==> src/rtl/trojan_resp_capture.sv <==
// Response capture for exhaustive-stimulus sweeps: FWFT readout FIFO
// plus MISR compaction and a golden-signature verdict.
module trojan_resp_capture #(
    parameter int              N_IN   = 4,
    parameter int              DEPTH  = 16,
    parameter int              MISR_W = 16,
    parameter logic [MISR_W-1:0] POLY = 16'h1021
) (
    input  logic                       CK,
    input  logic                       reset,
    input  logic                       start,
    input  logic                       cap_valid,
    output logic                       cap_ready,
    input  logic [N_IN-1:0]            cap_pattern,
    input  logic                       cap_resp,
    input  logic                       cap_last,
    input  logic [MISR_W-1:0]          golden_sig,
    input  logic                       rd_en,
    output logic                       rd_valid,
    output logic [N_IN:0]              rd_data,
    output logic [$clog2(DEPTH):0]     fifo_count,
    output logic [N_IN:0]              beat_count,
    output logic [MISR_W-1:0]          signature,
    output logic                       done,
    output logic                       mismatch
);

    localparam int AW = $clog2(DEPTH);
    localparam int DW = N_IN + 1;
    localparam logic [AW:0] FULL = (AW+1)'(DEPTH);

    typedef enum logic [1:0] {IDLE, CAPTURE, COMPARE, DONE} state_t;

    state_t          state_q, state_d;
    logic [DW-1:0]   mem_q [DEPTH];
    logic [AW-1:0]   wr_ptr_q, wr_ptr_d;
    logic [AW-1:0]   rd_ptr_q, rd_ptr_d;
    logic [AW:0]     count_q, count_d;
    logic [DW-1:0]   beat_q, beat_d;
    logic [MISR_W-1:0] sig_q, sig_d;
    logic            done_q, done_d;
    logic            mis_q, mis_d;
    logic            accept;
    logic            pop;
    logic [DW-1:0]   wdata;

    assign wdata     = {cap_pattern, cap_resp};
    assign cap_ready = (state_q == CAPTURE) && (count_q != FULL) && !start;
    assign accept    = cap_valid && cap_ready;
    assign pop       = rd_en && (count_q != '0) && !start;

    always_comb begin
        state_d  = state_q;
        wr_ptr_d = wr_ptr_q;
        rd_ptr_d = rd_ptr_q;
        count_d  = count_q;
        beat_d   = beat_q;
        sig_d    = sig_q;
        done_d   = done_q;
        mis_d    = mis_q;
        if (start) begin
            // A new session discards everything from the previous one
            state_d  = CAPTURE;
            wr_ptr_d = '0;
            rd_ptr_d = '0;
            count_d  = '0;
            beat_d   = '0;
            sig_d    = '0;
            done_d   = 1'b0;
            mis_d    = 1'b0;
        end else begin
            if (accept) begin
                wr_ptr_d = wr_ptr_q + 1'b1;
                if (beat_q != '1)
                    beat_d = beat_q + 1'b1;
                sig_d = {sig_q[MISR_W-2:0], 1'b0}
                      ^ (sig_q[MISR_W-1] ? POLY : '0)
                      ^ MISR_W'(wdata);
            end
            if (pop)
                rd_ptr_d = rd_ptr_q + 1'b1;
            count_d = count_q + (AW+1)'(accept) - (AW+1)'(pop);
            case (state_q)
                CAPTURE: if (accept && cap_last) state_d = COMPARE;
                COMPARE: begin
                    state_d = DONE;
                    done_d  = 1'b1;
                    mis_d   = (sig_q != golden_sig);
                end
                default: ;
            endcase
        end
    end

    always_ff @(posedge CK or negedge reset) begin
        if (!reset) begin
            state_q  <= IDLE;
            wr_ptr_q <= '0;
            rd_ptr_q <= '0;
            count_q  <= '0;
            beat_q   <= '0;
            sig_q    <= '0;
            done_q   <= 1'b0;
            mis_q    <= 1'b0;
        end else begin
            state_q  <= state_d;
            wr_ptr_q <= wr_ptr_d;
            rd_ptr_q <= rd_ptr_d;
            count_q  <= count_d;
            beat_q   <= beat_d;
            sig_q    <= sig_d;
            done_q   <= done_d;
            mis_q    <= mis_d;
        end
    end

    always_ff @(posedge CK) begin
        if (accept)
            mem_q[wr_ptr_q] <= wdata;
    end

    assign rd_valid   = (count_q != '0);
    assign rd_data    = rd_valid ? mem_q[rd_ptr_q] : '0;
    assign fifo_count = count_q;
    assign beat_count = beat_q;
    assign signature  = sig_q;
    assign done       = done_q;
    assign mismatch   = mis_q;

endmodule

==> config.mk <==
export PLATFORM = sky130hd
export DESIGN_NAME = trojan_resp_capture
export DESIGN_NICKNAME = d
export VERILOG_FILES = /design/src/rtl/trojan_resp_capture.sv
export SDC_FILE = /design/constraint.sdc
export NUM_CORES = 1
export LEC_CHECK = 0
export CORE_MARGIN = 5
export CORE_UTILIZATION = 55
export CTS_CLUSTER_SIZE = 30
export DETAILED_ROUTE_END_ITERATION = 10
export PLACE_DENSITY = 0.85
export SYNTH_ARGS = -nofsm -noshare
export SYNTH_HDL_FRONTEND = slang
export SYNTH_SLANG_ARGS = --single-unit
==> constraint.sdc <==
create_clock -name CK -period 3.3 [get_ports CK]
set_input_delay 0.33 -clock CK [delete_from_list [all_inputs] [get_ports CK]]
set_output_delay 0.33 -clock CK [all_outputs]
set_load 0.02 [all_outputs]
==> impl_metrics.ini, run 1 <==
[routing]
highest_layer = met4
wl_per_cell_microns = 19.1
routed_wl_mm = 11.0
met3WireLength_microns = 825
vias = 3224
postRouteAntennaNets = 0
firstDrtPassIters = 6
met2_length_mm = 5.54
viasPerCell = 5.61
m1WireLength_mm = 4.50
drc = 0
drt-initial-drc-count = 232

[floorplanning]
chipWidth_microns = 108
core_area_sq_um = 9590
rows = 36
die_h_microns = 108
dieArea_sq_um = 11700
ioPinCount = 62
start_util_pct = 55.5

[cts]
cts_buffers = 17
clkSinkCount = 118
cts_tree = done
cts_setup_buffers = 0
cts-root-buf = clkbuf_8
clockBufferDepth = 2
cts_max_level = 4
clk_pin_slew_ns = 0.06
clock_latency_ns = 0.51

[power_and_ir_drop]
p_leak_nw = 2.44
p_per_area_nw_per_um2 = 717
ir_drop_v = 0.000349

[cells_and_area]
insertedDiodeCount = 0
layout_commonest_cell = edfxtp_1
fin_nets = 470
drive_gt1_share_pct = 13.8
syn2layout_area_growth_pct = 25.1
final_util_pct = 69.4
nFillCells = 631
final_cell_mix = edfxtp_1 (80), clkdlybuf4s50_1 (60), dfrtp_1 (36)

[placed_design]
dp_hpwl_mm = 7.34
io_buffers = 61
globalplace.congestion = 0.784

[yosys]
synth_edf_count = 80
ys_ff_latch = 118
netlist_area_sq_um = 5320
syn_avg_cell_area_sq_um = 15.0
yosysWarnings = 0
async_reset_ff_share_pct = 32.2
synth.distinct_cells = 44
syn_nets = 397
synth_flop_cell = edfxtp_1
synth-seq-area-share_pct = 63.0
synth_cells = 356

[critical_path]
cp_top_family = buffers and inverters
path_cells = buf_4 -> mux4_1 -> a211oi_1 -> a211oi_1 -> clkdlybuf4s50_1
r2r_cells = 15
reg2reg_setup_slack_ns = 0.46
critPathMaxStageDelay_ns = 0.57
worst_path_most_repeated_cell = a211oi_1
r2r-start = fifo_count[3]
crit_path_end_kind = primary output
required_ns = 2.97
critPathLaunchType = register
arrival_ns = 2.73
worst_path_max_delay_cell = clkdlybuf4s50_1
worstSetupPathType = register to primary output
r2r-end = fifo_count[4]
cp_max_fo = 9
path_buf_inv = 2

[sta]
finalSetupViolations = 0
slew_headroom_pct = 42.8
min_period_over_period_pct = 92.7
fin_skew_ns = 0.00747
max_freq_ghz = 0.327
worst_pin_slew_ns = 0.858
rsz0062_at_grt = false
final_hold_viol_count = 0
setup_tns_ns = 0
layout_min_cycle_time_ns = 3.06
final_max_slew_viol_count = 0

[worst_hold_path]
whs_endpoint = state_q[0]
hold_path_class = input port to register
min_from = cap_last
whs_path_depth = 3

[outcome]
outcome = complete, no violations

[grt]
grt_pass1_vias = 3367
grt_pass1_wl_mm = 17.8
grt_remaining_overflow = 0
grt_max_degree = 39
antenna_found_initial = 0
track_usage_pct = 20.5

[run]
maxCapViolations = 0
[cell type report]
class | count | area [sq um] | share of cell area, %
sequential | 118 | 3360 | 50.4
clock inverter | 15 | 180 | 2.71
clock buffer | 17 | 414 | 6.22
tap | 133 | 166 | 2.50
multi-input combinational | 210 | 1820 | 27.3
timing repair buffer | 70 | 676 | 10.1
inverter | 12 | 47.5 | 0.714
[through the flow]
step | std cells | worst slack, ns | hold WS (ns) | power (mW) | instance area [sq um]
final | 575 | 0.242 | 0.461 | 4.77 | 6660
after CTS | 575 | 0.0818 | 0.452 | 4.80 | 6660
after floorplan | 356 | 0.438 | 0.0344 | 2.53 | 5320
after global placement | 542 | 0.580 | 0.472 | 2.93 | 6050
after detailed placement | 542 | 0.442 | 0.484 | 2.97 | 6050
after global routing | 575 | 0.0888 | 0.473 | 4.99 | 6660
[flip-flops by register name, indices dropped and copies added (netlist names)]
signal and count:
state_q 2, signature 16, mem_q 80, beat_count 5, wr_ptr_q 4, done 1, rd_ptr_q 4, fifo_count 5
mismatch 1
[worst max path at each step]
stage	to	cells after the start	slack [ns]	start
CTS	rd_data[3]	5	0.08	rd_ptr_q[1]
floorplan	fifo_count[4]	15	0.44	fifo_count[3]
global route	rd_data[0]	5	0.09	rd_ptr_q[1]
detailed placement	fifo_count[4]	13	0.44	start
finish	rd_data[3]	5	0.24	rd_ptr_q[1]
global placement	fifo_count[4]	13	0.58	start
[metal layers]
metal / up-vias / GRT usage, %
met5: - / 0
met4: 0 / 5.86
met3: 16 / 5.37
met2: 113 / 33.8
met1: 1618 / 27.0
li1: 1477 / -
[logic make-up after synthesis]
logic type,Yosys count,synth area share [%]
AOI/OAI and AO/OA,34,4.51
xor gates and xnor gates,29,4.77
adders and majority gates,14,3.43
buffers and inverters,28,2.82
DFF,118,63.0
muxes,30,11.0
and+or+nand+nor,103,10.5
[repair_timing]
item                       4_1_cts  5_1_grt
setup endpoints to repair        0        3
gates resized for setup          0        2
hold buffers                     1        0
hold endpoints to repair        38        0
[cells in the mapped netlist, drive strengths merged, types with 2 or more instances]
library cell	number	share of area (%)
dfrtp	38	18
mux2i	8	1.5
nand3	20	1.9
and2	13	1.5
clkbuf	6	0.45
buf	10	1.5
nor3	2	0.28
mux2	2	0.42
xnor2	25	4.1
edfxtp	80	45
o21ai	9	0.85
mux4	20	9.0
inv	11	0.82
a21oi	8	0.75
nand2	26	1.8
nand4	3	0.35
nor3b	3	0.52
ha	13	3.1
and3	8	0.94
nor2	12	0.85
xor2	4	0.66
nor2b	11	1.3
a211oi	10	1.4
[report_power, final]
part           switching [mW]  internal (mW)  leakage, nW
registers               0.131           1.66         1.23
clock network           0.660           1.15        0.276
logic                   0.586          0.580        0.933
total                    1.38           3.39         2.44
[worst min-delay path: cells and delay by family]
family / cells / cell delay, ns
AO/OA/AOI/OAI: 1 / 0.11
AND/OR/NAND/NOR: 1 / 0.07
buffers and inverters: 1 / 0.43
Note: power is estimated with default switching activity, not from simulation.
==> run 2, diff against run 1 <==
- ABC_AREA: default -> 1
- PLACE_DENSITY: 0.85 -> 0.84
==> run 2 against run 1 <==
Net effect: final area grew 4.8%; clock skew down 0.0012 ns; wire length up 21%; sequential share of layout area down 2.3 points; global-route usage rose by 1.4 points; via count up 39%; synthesized area increased by 8.0%; worst setup slack got worse by 0.0050 ns; first-iteration DRC count grew 32%; die area increased by 7.2%; largest power group is now registers; maximum frequency is 0.16% lower; final cell count is 47% higher.
==> impl_metrics.ini, run 2 <==
[sta]
finalSetupViolations = 0
finalWorstSetupSlack_ns = 0.236
slew_headroom_pct = 42.7
max_freq_ghz = 0.326
worst_pin_slew_ns = 0.860
fin_skew_ns = 0.00628
whs_ns = 0.406
setup_tns_ns = 0
final_max_slew_viol_count = 0
min_period_over_period_pct = 92.8
rsz0062_at_grt = false
layout_min_cycle_time_ns = 3.06
final_hold_viol_count = 0

[cells_and_area]
regArea_sq_um = 3350
regMostFlops = mem_q
fin_nets = 737
drive_gt1_share_pct = 6.63
syn2layout_area_growth_pct = 21.4
post-route-cell-area_sq_um = 6980
largest_reg_flops = 80
layout_commonest_cell = nand2_1
insertedDiodeCount = 0
multi_input_area_sq_um = 1850
fin_cells = 845
final_cell_mix = nand2_1 (190), inv_1 (107), edfxtp_1 (80)
nFillCells = 768
final_util_pct = 67.9

[floorplanning]
dieArea_sq_um = 12600
start_util_pct = 55.9
core_area_sq_um = 10300
chipWidth_microns = 112
rows = 37
ioPinCount = 62
die_h_microns = 112

[grt]
grt_pass1_wl_mm = 21.9
grt_max_degree = 39
grt_remaining_overflow = 0
grt_pass1_vias = 4553
track_usage_pct = 21.9
antenna_found_initial = 0

[yosys]
synth_edf_count = 80
synth_area_leaders = edfxtp_1 (42%), dfrtp_1 (17%), nand2_1 (12%)
yosysMostFrequentCell = nand2_1
async_reset_ff_share_pct = 32.2
synth_cells = 631
yosysWarnings = 0
syn_avg_cell_area_sq_um = 9.11
synth.largest_area_cell = edfxtp_1
syn_nets = 672
synth.distinct_cells = 33
synth-seq-area-share_pct = 58.3
synth_flop_cell = edfxtp_1
netlist_area_sq_um = 5750
synth_top_area_share_pct = 41.8
synthTopCellsByCount = nand2_1 (190), inv_1 (107), edfxtp_1 (80), nor2_1 (60), dfrtp_1 (38)
ys_ff_latch = 118

[routing]
viasPerCell = 5.29
vias = 4467
met3WireLength_microns = 912
m1WireLength_mm = 5.47
met2_length_mm = 6.69
firstDrtPassIters = 7
highest_layer = met4
postRouteAntennaNets = 0
routed_wl_mm = 13.3
wl_per_cell_microns = 15.7
drt-initial-drc-count = 307
drc = 0

[critical_path]
cp_max_fo = 22
path_cells = inv_4 -> nor2_4 -> nand2_1 -> nand3_1 -> o21ai_0 -> nor2_1 -> nor2_1 -> clkdlybuf4s50_1
arrival_ns = 2.73
crit_path_end_kind = primary output
worst_path_max_delay_cell = clkdlybuf4s50_1
worst_path_most_repeated_cell = nor2_1
required_ns = 2.97
cp_top_family = buffers and inverters
worstSetupPathType = register to primary output
critPathLaunchType = register
critPathMaxStageDelay_ns = 0.62
path_buf_inv = 2

[cts]
cts_max_level = 4
cts_tree = done
clock_latency_ns = 0.51
cts_buffers = 17
cts_setup_buffers = 0
cts-root-buf = clkbuf_8
clkSinkCount = 118
clk_pin_slew_ns = 0.05
clockBufferDepth = 2

[placed_design]
place_inst = 812
pre_cts_ws_ns = 0.546
io_buffers = 61
place_area_sq_um = 6420
globalplace.congestion = 0.867
dp_hpwl_mm = 8.89

[power_and_ir_drop]
ir_drop_v = 0.000444
power_switching_mw = 1.51
switching_share_pct = 32.0
clockPowerShare_pct = 35.6
p_seq_share_pct = 37.4
total_power_mw = 4.71
p_per_area_nw_per_um2 = 675
intPower_mw = 3.20
p_leak_nw = 3.15
p_comb_share_pct = 27.0

[run]
maxCapViolations = 0

[outcome]
outcome = complete, no violations

[worst_hold_path]
hold_path_class = input port to register
-- run 2: logic make-up (layout without fill, tap and decap cells) --
logic type	Yosys count	after routing	share of synthesized area [%]
buffers and inverters	130	208	9.38
adders and majority gates	14	14	3.18
DFF	118	118	58.3
and+or+nand+nor	306	306	22.4
AOI/OAI and AO/OA	53	53	5.16
xor gates and xnor gates	10	10	1.52
-- run 2: worst paths after layout --
check                               from       endpoint  slack [ns]  cells after the start
hold / removal                  cap_last     state_q[1]        0.41                      3
setup reg to reg           fifo_count[2]  fifo_count[4]        0.41                     15
setup / recovery             rd_ptr_q[1]     rd_data[4]        0.24                      8
max in group asynchronous          reset    rd_ptr_q[0]        2.22                      2
hold reg to reg                 mismatch       mismatch        0.51                      2
min in group asynchronous          reset  beat_count[1]        0.49                      2
-- run 2: layer usage --
metal | vias up | GRT usage (%)
li1 | 2134 | -
met1 | 2102 | 27.0
met2 | 208 | 38.3
met3 | 23 | 5.12
met4 | 0 | 6.81
met5 | - | 0
-- run 2: worst register-to-register path, cell delays in order, from the launching register on --
cell,delay (ns)
dfrtp_1,0.40
inv_1,0.10
ha_1,0.18
nand4_2,0.25
nand2_1,0.23
nor2_1,0.10
ha_1,0.31
inv_1,0.06
ha_1,0.15
inv_1,0.05
fa_1,0.39
nor2_1,0.12
nor2_1,0.04
nor2_1,0.12
nor3_1,0.07
nor3_1,0.22
-- run 2: layout make-up --
type                    count  area share [%]
repair buffers             65            9.15
flip-flops and latches    118            48.1
inverters                 111            6.04
multi-input cells         383            26.6
clock buffers              20            6.10
clock inverters            12            1.60
well taps                 136            2.44
-- run 2: timing repair --
action	CTS	global route
hold buffers	1	0
setup endpoints to repair	0	4
gates resized for setup	0	5
endpoints found under the hold margin	38	0
-- run 2: power groups by stage --
stage | sequential, mW | clock, mW | combinational [mW]
2_1_floorplan | 1.80 | 0 | 0.792
3_3_place_gp | 1.78 | 0 | 1.21
3_5_place_dp | 1.78 | 0 | 1.24
4_1_cts | 1.76 | 1.68 | 1.27
5_1_grt | 1.78 | 1.76 | 1.39
6_report | 1.76 | 1.67 | 1.27
==> run 3, diff against run 2 <==
- CORE_MARGIN: 5 -> 2
==> run 3 against run 2 <==
Net effect: flip-flop and latch count stayed put; sequential share of layout area is 0.75 points lower; wire length is 2.0% lower; final cell count stayed put; global-route usage is 2.8 points higher; core utilization is 1.4 points higher; final area is 1.5% higher.
==> impl_metrics.ini, run 3 (synthesis gave the netlist of run 2 again) <==
[routing]
firstDrtPassIters = 5
drc = 0
vias = 4433
wl_per_cell_microns = 15.4
viasPerCell = 5.25
routed_wl_mm = 13.0
postRouteAntennaNets = 0
drt-initial-drc-count = 399

[critical_path]
critPathLaunchType = register
reg2reg_setup_slack_ns = 0.41
path_cells = inv_2 -> nor2_4 -> nand2_1 -> o211ai_1 -> nor2_1 -> nor2_1 -> nor2_1 -> clkdlybuf4s50_1
worst_path_max_delay_cell = clkdlybuf4s50_1
arrival_ns = 2.81
crit_path_end_kind = primary output
required_ns = 2.97
r2r-start = fifo_count[2]
r2r-end = fifo_count[4]
r2r_cells = 15
critPathMaxStageDelay_ns = 0.61
cp_max_fo = 22
worstSetupPathType = register to primary output
worst_path_most_repeated_cell = nor2_1

[sta]
min_period_over_period_pct = 95.3
rsz0062_at_grt = false
setup_tns_ns = 0
max_freq_ghz = 0.318
final_max_slew_viol_count = 0
layout_min_cycle_time_ns = 3.14
worst_pin_slew_ns = 0.845
finalSetupViolations = 0
slew_headroom_pct = 43.6
final_hold_viol_count = 0
fin_skew_ns = 0.00843

[floorplanning]
core_area_sq_um = 10200
rows = 37
chipWidth_microns = 106
dieArea_sq_um = 11300
ioPinCount = 62
start_util_pct = 56.2
die_h_microns = 106

[cells_and_area]
layout_commonest_cell = nand2_1
post-route-cell-area_sq_um = 7080
final_util_pct = 69.2
syn2layout_area_growth_pct = 23.3
fin_cells = 845
nFillCells = 710
fin_nets = 737
insertedDiodeCount = 0
regMostFlops = mem_q
multi_input_area_sq_um = 1850
final_cell_mix = nand2_1 (190), inv_1 (107), edfxtp_1 (80)
largest_reg_flops = 80
regArea_sq_um = 3350
drive_gt1_share_pct = 7.19

[grt]
grt_remaining_overflow = 0
grt_max_degree = 39
grt_pass1_wl_mm = 21.4
track_usage_pct = 24.7
antenna_found_initial = 0
grt_pass1_vias = 4396

[outcome]
outcome = complete, no violations

[cts]
clkSinkCount = 118
cts-root-buf = clkbuf_8
clock_latency_ns = 0.52
cts_tree = done
cts_max_level = 4
cts_buffers = 17
cts_setup_buffers = 0
cts_resized = 0
clockBufferDepth = 2
clk_pin_slew_ns = 0.06

[power_and_ir_drop]
p_per_area_nw_per_um2 = 712
p_leak_nw = 3.19
ir_drop_v = 0.000404

[worst_hold_path]
min_from = cap_last
whs_path_depth = 3
hold_path_class = input port to register
whs_endpoint = state_q[1]

[placed_design]
place_inst = 812
dp_hpwl_mm = 8.46
globalplace.congestion = 0.828
place_area_sq_um = 6420
io_buffers = 61

[run]
maxCapViolations = 0
==> run 3: power breakdown <==
group	switching, mW	internal, mW
clock	0.659	1.37
combinational	0.791	0.486
sequential	0.0794	1.66
==> run 3: how the worst max path moves through the flow <==
stage / from / cells past startpoint / slack, ns / end
final: rd_ptr_q[1] / 8 / 0.16 / rd_data[1]
after floorplan: fifo_count[3] / 15 / 0.60 / fifo_count[4]
after CTS: rd_ptr_q[1] / 8 / 0.17 / rd_data[1]
after global routing: rd_ptr_q[1] / 8 / 0.04 / rd_data[3]
after global placement: fifo_count[3] / 15 / 0.69 / fifo_count[4]
after detailed placement: fifo_count[2] / 15 / 0.56 / fifo_count[4]
==> run 3: critical path: cells and delay by family, from the launching register on <==
family | cells | cell delay (ns)
and+or+nand+nor | 5 | 0.61
DFF | 1 | 0.56
AOI/OAI and AO/OA | 1 | 0.12
buffers and inverters | 2 | 1.01
==> run 3: repair_timing <==
action | 4_1_cts | 5_1_grt
endpoints found under the hold margin | 38 | 0
hold buffers | 1 | 0
endpoints found under the setup margin | 0 | 0
==> run 3: layout make-up <==
type                    instances  area share, %
multi-input cells             383           26.2
clock buffers                  18           5.90
repair buffers                 65           9.01
well taps                     136           2.40
flip-flops and latches        118           47.3
inverters                     111           5.88
clock inverters                14           3.29
==> run 3: stage by stage <==
stage	total power [mW]	setup slack, ns	hold slack (ns)
floorplan	2.59	0.596	0.0344
finish	5.05	0.156	0.431
detailed placement	3.01	0.555	0.475
global placement	2.97	0.691	0.473
global route	5.28	0.0360	0.432
CTS	5.05	0.166	0.402
==> run 3: metal layers <==
metal  share of wire [%]  vias up  track usage (%)
met5                   0        -                0
met4                 2.4        0             10.2
met3                 8.2       33             7.05
met2                  51      222             42.0
met1                  39     2045             29.6
li1                    -     2133                -
